<file path="config.mk">
export PLATFORM = sky130hd
export DESIGN_NAME = cndm_micro_txq_sched
export DESIGN_NICKNAME = d
export VERILOG_FILES = /design/src/rtl/cndm_micro_pkg.sv /design/src/rtl/cndm_micro_txq_rr_arb.sv /design/src/rtl/cndm_micro_txq_sched.sv
export SDC_FILE = /design/constraint.sdc
export NUM_CORES = 1
export LEC_CHECK = 0
export ABC_AREA = 1
export CAP_MARGIN = 20
export CORE_MARGIN = 5
export CORE_UTILIZATION = 50
export CTS_BUF_LIST = sky130_fd_sc_hd__clkbuf_16
export DETAILED_ROUTE_END_ITERATION = 6
export GPL_ROUTABILITY_DRIVEN = 0
export PLACE_DENSITY = 0.69
export SLEW_MARGIN = 5
export SYNTH_ARGS = -nofsm -noshare
export SYNTH_HDL_FRONTEND = slang
export SYNTH_HIERARCHICAL = 1
export SYNTH_SLANG_ARGS = --single-unit
</file>
<file path="constraint.sdc">
create_clock -name clk -period 2.7 [get_ports clk]
set_clock_uncertainty 0.1 [all_clocks]
set_input_delay 0.54 -clock clk [delete_from_list [all_inputs] [get_ports clk]]
set_output_delay 0.54 -clock clk [all_outputs]
set_load 0.01 [all_outputs]
</file>
<file path="src/rtl/cndm_micro_pkg.sv">
// Shared definitions for the Corundum-micro port blocks.
package cndm_micro_pkg;

    localparam int CNDM_PTR_W         = 16;
    localparam int CNDM_QUEUES        = 4;
    localparam int CNDM_MAX_INFLIGHT  = 8;

    typedef logic [$clog2(CNDM_QUEUES)-1:0] cndm_qidx_t;

    typedef enum logic {
        ST_IDLE = 1'b0,
        ST_REQ  = 1'b1
    } sched_state_t;

endpackage

</file>
<file path="src/rtl/cndm_micro_txq_rr_arb.sv">
// Circular priority encoder: grants the first requesting index after 'last'.
module cndm_micro_txq_rr_arb #(
    parameter  int QUEUES = 4,
    localparam int QIDX_W = $clog2(QUEUES)
) (
    input  logic [QUEUES-1:0] req,
    input  logic [QIDX_W-1:0] last,
    output logic [QIDX_W-1:0] grant,
    output logic              any
);

    logic [QIDX_W-1:0] idx;

    // NOTE: every output gets a default before the loop so no latch is inferred.
    // Scanning from the farthest offset down lets the nearest requester win.
    always_comb begin
        grant = '0;
        any   = 1'b0;
        idx   = '0;
        for (int i = QUEUES; i >= 1; i--) begin
            idx = QIDX_W'((int'(last) + i) % QUEUES);
            if (req[idx]) begin
                grant = idx;
                any   = 1'b1;
            end
        end
    end

endmodule

</file>
<file path="src/rtl/cndm_micro_txq_sched.sv">
// Round-robin TX queue scheduler: doorbell/scheduled pointers, per-queue in-flight cap,
// one descriptor fetch request outstanding at a time.
module cndm_micro_txq_sched
    import cndm_micro_pkg::*;
#(
    parameter  int QUEUES       = CNDM_QUEUES,
    parameter  int PTR_W        = CNDM_PTR_W,
    parameter  int MAX_INFLIGHT = CNDM_MAX_INFLIGHT,
    localparam int QIDX_W       = $clog2(QUEUES),
    localparam int INFL_W       = $clog2(MAX_INFLIGHT + 1)
) (
    input  logic              clk,
    input  logic              rst_n,
    input  logic [QUEUES-1:0] cfg_en,
    input  logic              db_valid,
    input  logic [QIDX_W-1:0] db_qidx,
    input  logic [PTR_W-1:0]  db_prod,
    output logic              req_valid,
    input  logic              req_ready,
    output logic [QIDX_W-1:0] req_qidx,
    output logic [PTR_W-1:0]  req_ptr,
    input  logic              cpl_valid,
    input  logic [QIDX_W-1:0] cpl_qidx,
    output logic [QUEUES-1:0] q_busy,
    output logic              cpl_err
);

    sched_state_t      state, state_nxt;
    logic [PTR_W-1:0]  prod     [QUEUES];
    logic [PTR_W-1:0]  sptr     [QUEUES];
    logic [INFL_W-1:0] infl     [QUEUES];
    logic [PTR_W-1:0]  prod_nxt [QUEUES];
    logic [PTR_W-1:0]  sptr_nxt [QUEUES];
    logic [INFL_W-1:0] infl_nxt [QUEUES];
    logic [QUEUES-1:0] eligible, busy_nxt;
    logic [QIDX_W-1:0] rr_last, arb_idx;
    logic              arb_any, hs;

    assign req_valid = (state == ST_REQ);
    assign hs        = req_valid && req_ready;

    always_comb begin
        for (int q = 0; q < QUEUES; q++) begin
            eligible[q] = cfg_en[q] && (prod[q] != sptr[q]) &&
                          (infl[q] < INFL_W'(MAX_INFLIGHT));
        end
    end

    cndm_micro_txq_rr_arb #(.QUEUES(QUEUES)) u_arb (
        .req   (eligible),
        .last  (rr_last),
        .grant (arb_idx),
        .any   (arb_any)
    );

    always_comb begin
        state_nxt = state;
        case (state)
            ST_IDLE: if (arb_any) state_nxt = ST_REQ;
            ST_REQ:  if (req_ready) state_nxt = ST_IDLE;
            default: state_nxt = ST_IDLE;
        endcase
    end

    // A doorbell on a disabled queue re-initialises the ring and overrides a same-cycle grant.
    always_comb begin
        for (int q = 0; q < QUEUES; q++) begin
            logic hs_q, cpl_q, db_q;
            hs_q  = hs && (req_qidx == QIDX_W'(q));
            db_q  = db_valid && (db_qidx == QIDX_W'(q));
            cpl_q = cpl_valid && (cpl_qidx == QIDX_W'(q)) && (infl[q] != '0);

            prod_nxt[q] = db_q ? db_prod : prod[q];
            sptr_nxt[q] = hs_q ? sptr[q] + PTR_W'(1) : sptr[q];
            if (db_q && !cfg_en[q]) sptr_nxt[q] = db_prod;

            infl_nxt[q] = infl[q];
            if (hs_q && !cpl_q)      infl_nxt[q] = infl[q] + INFL_W'(1);
            else if (cpl_q && !hs_q) infl_nxt[q] = infl[q] - INFL_W'(1);

            busy_nxt[q] = (infl_nxt[q] != '0);
        end
    end

    always_ff @(posedge clk or negedge rst_n) begin
        if (!rst_n) state <= ST_IDLE;
        else        state <= state_nxt;
    end

    // NOTE: the per-queue arrays are small flop arrays, not RAM, so they take the async reset.
    always_ff @(posedge clk or negedge rst_n) begin
        if (!rst_n) begin
            for (int q = 0; q < QUEUES; q++) begin
                prod[q] <= '0;
                sptr[q] <= '0;
                infl[q] <= '0;
            end
            rr_last  <= QIDX_W'(QUEUES - 1);
            req_qidx <= '0;
            req_ptr  <= '0;
            q_busy   <= '0;
            cpl_err  <= 1'b0;
        end else begin
            for (int q = 0; q < QUEUES; q++) begin
                prod[q] <= prod_nxt[q];
                sptr[q] <= sptr_nxt[q];
                infl[q] <= infl_nxt[q];
            end
            q_busy  <= busy_nxt;
            cpl_err <= cpl_valid && (infl[cpl_qidx] == '0);
            if (state == ST_IDLE && arb_any) begin
                req_qidx <= arb_idx;
                req_ptr  <= sptr[arb_idx];
            end
            if (hs) rr_last <= req_qidx;
        end
    end

endmodule

</file>
==> results.json, run 1 <==
{
  "grt_usage": 0.274,
  "rsz0062_at_grt": "yes",
  "die_area_um2": 23200,
  "fin_crit_ns": 2.68,
  "cp-end-kind": "flip-flop",
  "finalMaxSlewViolations": 0,
  "fmax_ghz": 0.373,
  "clk_pin_slew_ns": 0.07,
  "cts_buffers": 17,
  "diodes": 0,
  "clock_latency_ns": 0.44,
  "place_inst": 1714,
  "synth_cell_types": 47,
  "yosysTopAreaCell": "dfrtp_1",
  "h-tree-depth": 4,
  "relSlewSlack": 0.563,
  "ys_warn_count": 6,
  "setup_ws_ns": 0.0159,
  "coreArea_um2": 20100,
  "yosysTopAreaCellShare": 0.415,
  "fin_crit_sh": 0.994,
  "internal_power_mw": 8.56,
  "setup_violations": 0,
  "fin_area_um2": 12700,
  "pwr-share-clk": 0.175,
  "io_buffers": 52,
  "critPathTopFamily": "simple AND/OR/NAND/NOR gates",
  "tns_ns": 0,
  "die_w_um": 152,
  "grt_remaining_overflow": 0,
  "combPwrFrac": 0.543,
  "path_buf_inv": 2,
  "grt_pass1_vias": 9201,
  "drtAntennaViolNets": 0,
  "worst_slew_pin_slew_ns": 0.655,
  "path_class": "flip-flop to flip-flop",
  "yosys-top-cells-area": "dfrtp_1, nand2_1, o21ai_0",
  "synth_cells": 1334,
  "seq_area_frac_synth": 0.420,
  "synth_area_per_cell_um2": 7.60,
  "layout_common_cells": "nand2_1, dfrtp_1, inv_1, buf_4, o21ai_0",
  "p_sw_mw": 6.38,
  "routed_wl_um": 33100,
  "startpoint_type": "flip-flop",
  "synth-async-reset-ratio": 1.00,
  "dr.first_iter.drc_count": 1193,
  "rows": 52,
  "worstHoldStart": "prod[57]",
  "holdPathStages": 2,
  "pre_cts_slack_ns": -0.165,
  "grt_pass1_wl_um": 50500,
  "final_nets": 1532,
  "startpoint": "prod[50]",
  "p_sw_frac": 0.427,
  "avgRoutedWirePerCell_um": 18.6,
  "p_per_area_nw_per_um2": 1170,
  "vdd_ir_drop_max_mv": 0.621,
  "drtPass1Iterations": 6,
  "power.leakage_nw": 5.96,
  "status": "finished clean",
  "worstPathArrival_ns": 2.89,
  "synth_fp_nets": 1375,
  "whs_ns": 0.409,
  "grt_antenna_before_repair": 0,
  "path_cells": "or2_2 -> nand3_1 -> nor2_1 -> nand2_1 -> nor2_4 -> nor2_4 -> nand2_1 -> o21ai_2 -> nand2_2 -> nand2_2 -> nand2_4 -> nand3_4 -> nand2_8 -> buf_4 -> buf_6 -> o211ai_1 -> o311ai_1",
  "initial_core_util": 0.504,
  "crit_fanout": 8,
  "cts_tree": "yes",
  "finalHoldViolations": 0,
  "cts_root_buf": "clkbuf_16",
  "grt_start_max_net_pins": 56,
  "slowest_stage": "dfrtp_1",
  "num_io_pins": 53,
  "hp-class": "flip-flop to flip-flop",
  "synth-seq-cells": 170,
  "crit_cells": 17,
  "vias": 10058,
  "clk_path_buf_depth": 2,
  "clkSinkCount": 170,
  "synthesis.area_um2": 10100,
  "viasPerCell": 5.67,
  "finalPower_mw": 14.9,
  "drc": 0,
  "layoutNonFillerInstCount": 1773,
  "synth_ff_type": "dfrtp_1",
  "layout_commonest_cell": "nand2_1",
  "critPathRequiredTime_ns": 2.90,
  "maxCapViolCount": 0,
  "drive_gt1_frac": 0.199,
  "synth_edf_count": 0,
  "placed_area_um2": 11600,
  "fin_util": 0.634,
  "seq_power_share": 0.282,
  "r2r-start": "prod[50]",
  "cp_slowest_stage_delay_ns": 0.40,
  "syn2layout_area_growth_pct": 25.7,
  "die_h_um": 152,
  "place_hpwl_um": 23600,
  "reg2reg_depth": 17
}
[timing repair]
| action | CTS | global route |
|---|---|---|
| hold buffers | 1 | 0 |
| setup buffers | 0 | 20 |
| gates resized for setup | 7 | 103 |
| gates cloned | 0 | 8 |
| endpoints found under the setup margin | 6 | 17 |
| endpoints found under the hold margin | 12 | 0 |
| pin swaps | 0 | 38 |
[path summary, 6_finish.rpt]
| check | to | slack (ns) |
|---|---|---|
| setup / recovery | req_ptr[6] | 0.02 |
| hold / removal | prod[57] | 0.41 |
| setup reg to reg | req_ptr[6] | 0.02 |
| hold reg to reg | prod[57] | 0.41 |
| max in group asynchronous | prod[12] | 1.19 |
| min in group asynchronous | prod[56] | 0.55 |
[sequential cells by signal, summed over array words and instances (netlist names)]
signal and count:
cpl_err 1, infl 16, prod 64, q_busy 4
req_ptr 16, req_qidx 2, req_valid 1, rr_last 2
sptr 64
[cells by family (layout without fill, tap and decap cells)]
kind of cell | count (synthesis) | count (layout) | synth area share
fa+ha+maj | 12 | 12 | 0.0148
compound gates | 225 | 225 | 0.134
xor+xnor | 57 | 57 | 0.0493
simple gates | 691 | 692 | 0.311
buf+inv | 179 | 347 | 0.0716
flops | 170 | 170 | 0.420
[cell type report]
| cell class | count | area [um2] |
|---|---|---|
| Clock buffer | 17 | 425 |
| Clock inverter | 14 | 183 |
| Fill cell | 1759 | 7360 |
| Inverter | 146 | 578 |
| Multi-Input combinational cell | 986 | 5440 |
| Sequential cell | 170 | 4260 |
| Tap cell | 270 | 338 |
| Timing Repair Buffer | 168 | 1510 |
| Timing Repair inverter | 2 | 15.0 |
[routing by layer]
metal	up-vias	global-route usage	routed length, um	part of all wire
met4	0	0.0933	1360	0.041
met3	89	0.0503	2490	0.075
met2	474	0.439	15200	0.46
li1	4735	-	-	-
met1	4760	0.379	14000	0.42
met5	-	0	0	0
[power groups by stage]
stage	sequential [mW]	clock (mW)	combinational [mW]
finish	4.22	2.61	8.12
global route	4.31	2.74	8.79
CTS	4.18	2.62	6.66
floorplan	4.23	0	3.92
global placement	4.20	0	6.40
detailed placement	4.22	0	6.58
[worst min-delay path, cell delays in order, from the launching register on]
cell,delay (ns)
dfrtp_1,0.36
nand2_1,0.05
o21ai_0,0.06
[synthesized netlist by cell type, types with 2 or more instances]
master,number
a211oi_1,4
a21oi_1,22
a31oi_1,8
buf_1,2
buf_2,4
buf_4,3
buf_6,2
clkbuf_1,22
clkinv_2,2
dfrtp_1,168
dfstp_2,2
ha_1,12
inv_1,129
inv_2,10
inv_4,3
nand2_1,369
nand2_2,10
nand2_4,8
nand3_1,97
nand3_2,5
nand3_4,2
nand3b_1,3
nand4_1,25
nor2_1,93
nor2_2,4
nor2_4,3
nor3_1,33
o211ai_1,15
o21ai_0,104
o21ai_1,8
o21bai_1,15
o221ai_1,17
o22ai_1,20
o311ai_0,10
or2_2,33
xnor2_1,18
xor2_1,39
No activity file was read; power rests on OpenSTA's default activity.
==> run 2: changes to the inputs <==
--- a/config.mk
+++ b/config.mk
@@ -8,3 +8,3 @@
 export ABC_AREA = 1
-export CAP_MARGIN = 20
+export CAP_MARGIN = 25
 export CORE_MARGIN = 5
@@ -15,3 +15,2 @@
 export PLACE_DENSITY = 0.69
-export SLEW_MARGIN = 5
 export SYNTH_ARGS = -nofsm -noshare
--- a/constraint.sdc
+++ b/constraint.sdc
@@ -4,2 +4,2 @@
 set_output_delay 0.54 -clock clk [all_outputs]
-set_load 0.01 [all_outputs]
+set_load 0.005 [all_outputs]
==> results of run 2 <==
The final DEF is identical to that of run 1. Status: finished clean.
Main changes from that run: worst IR drop on VDD 0.621 mV -> 0.620 mV
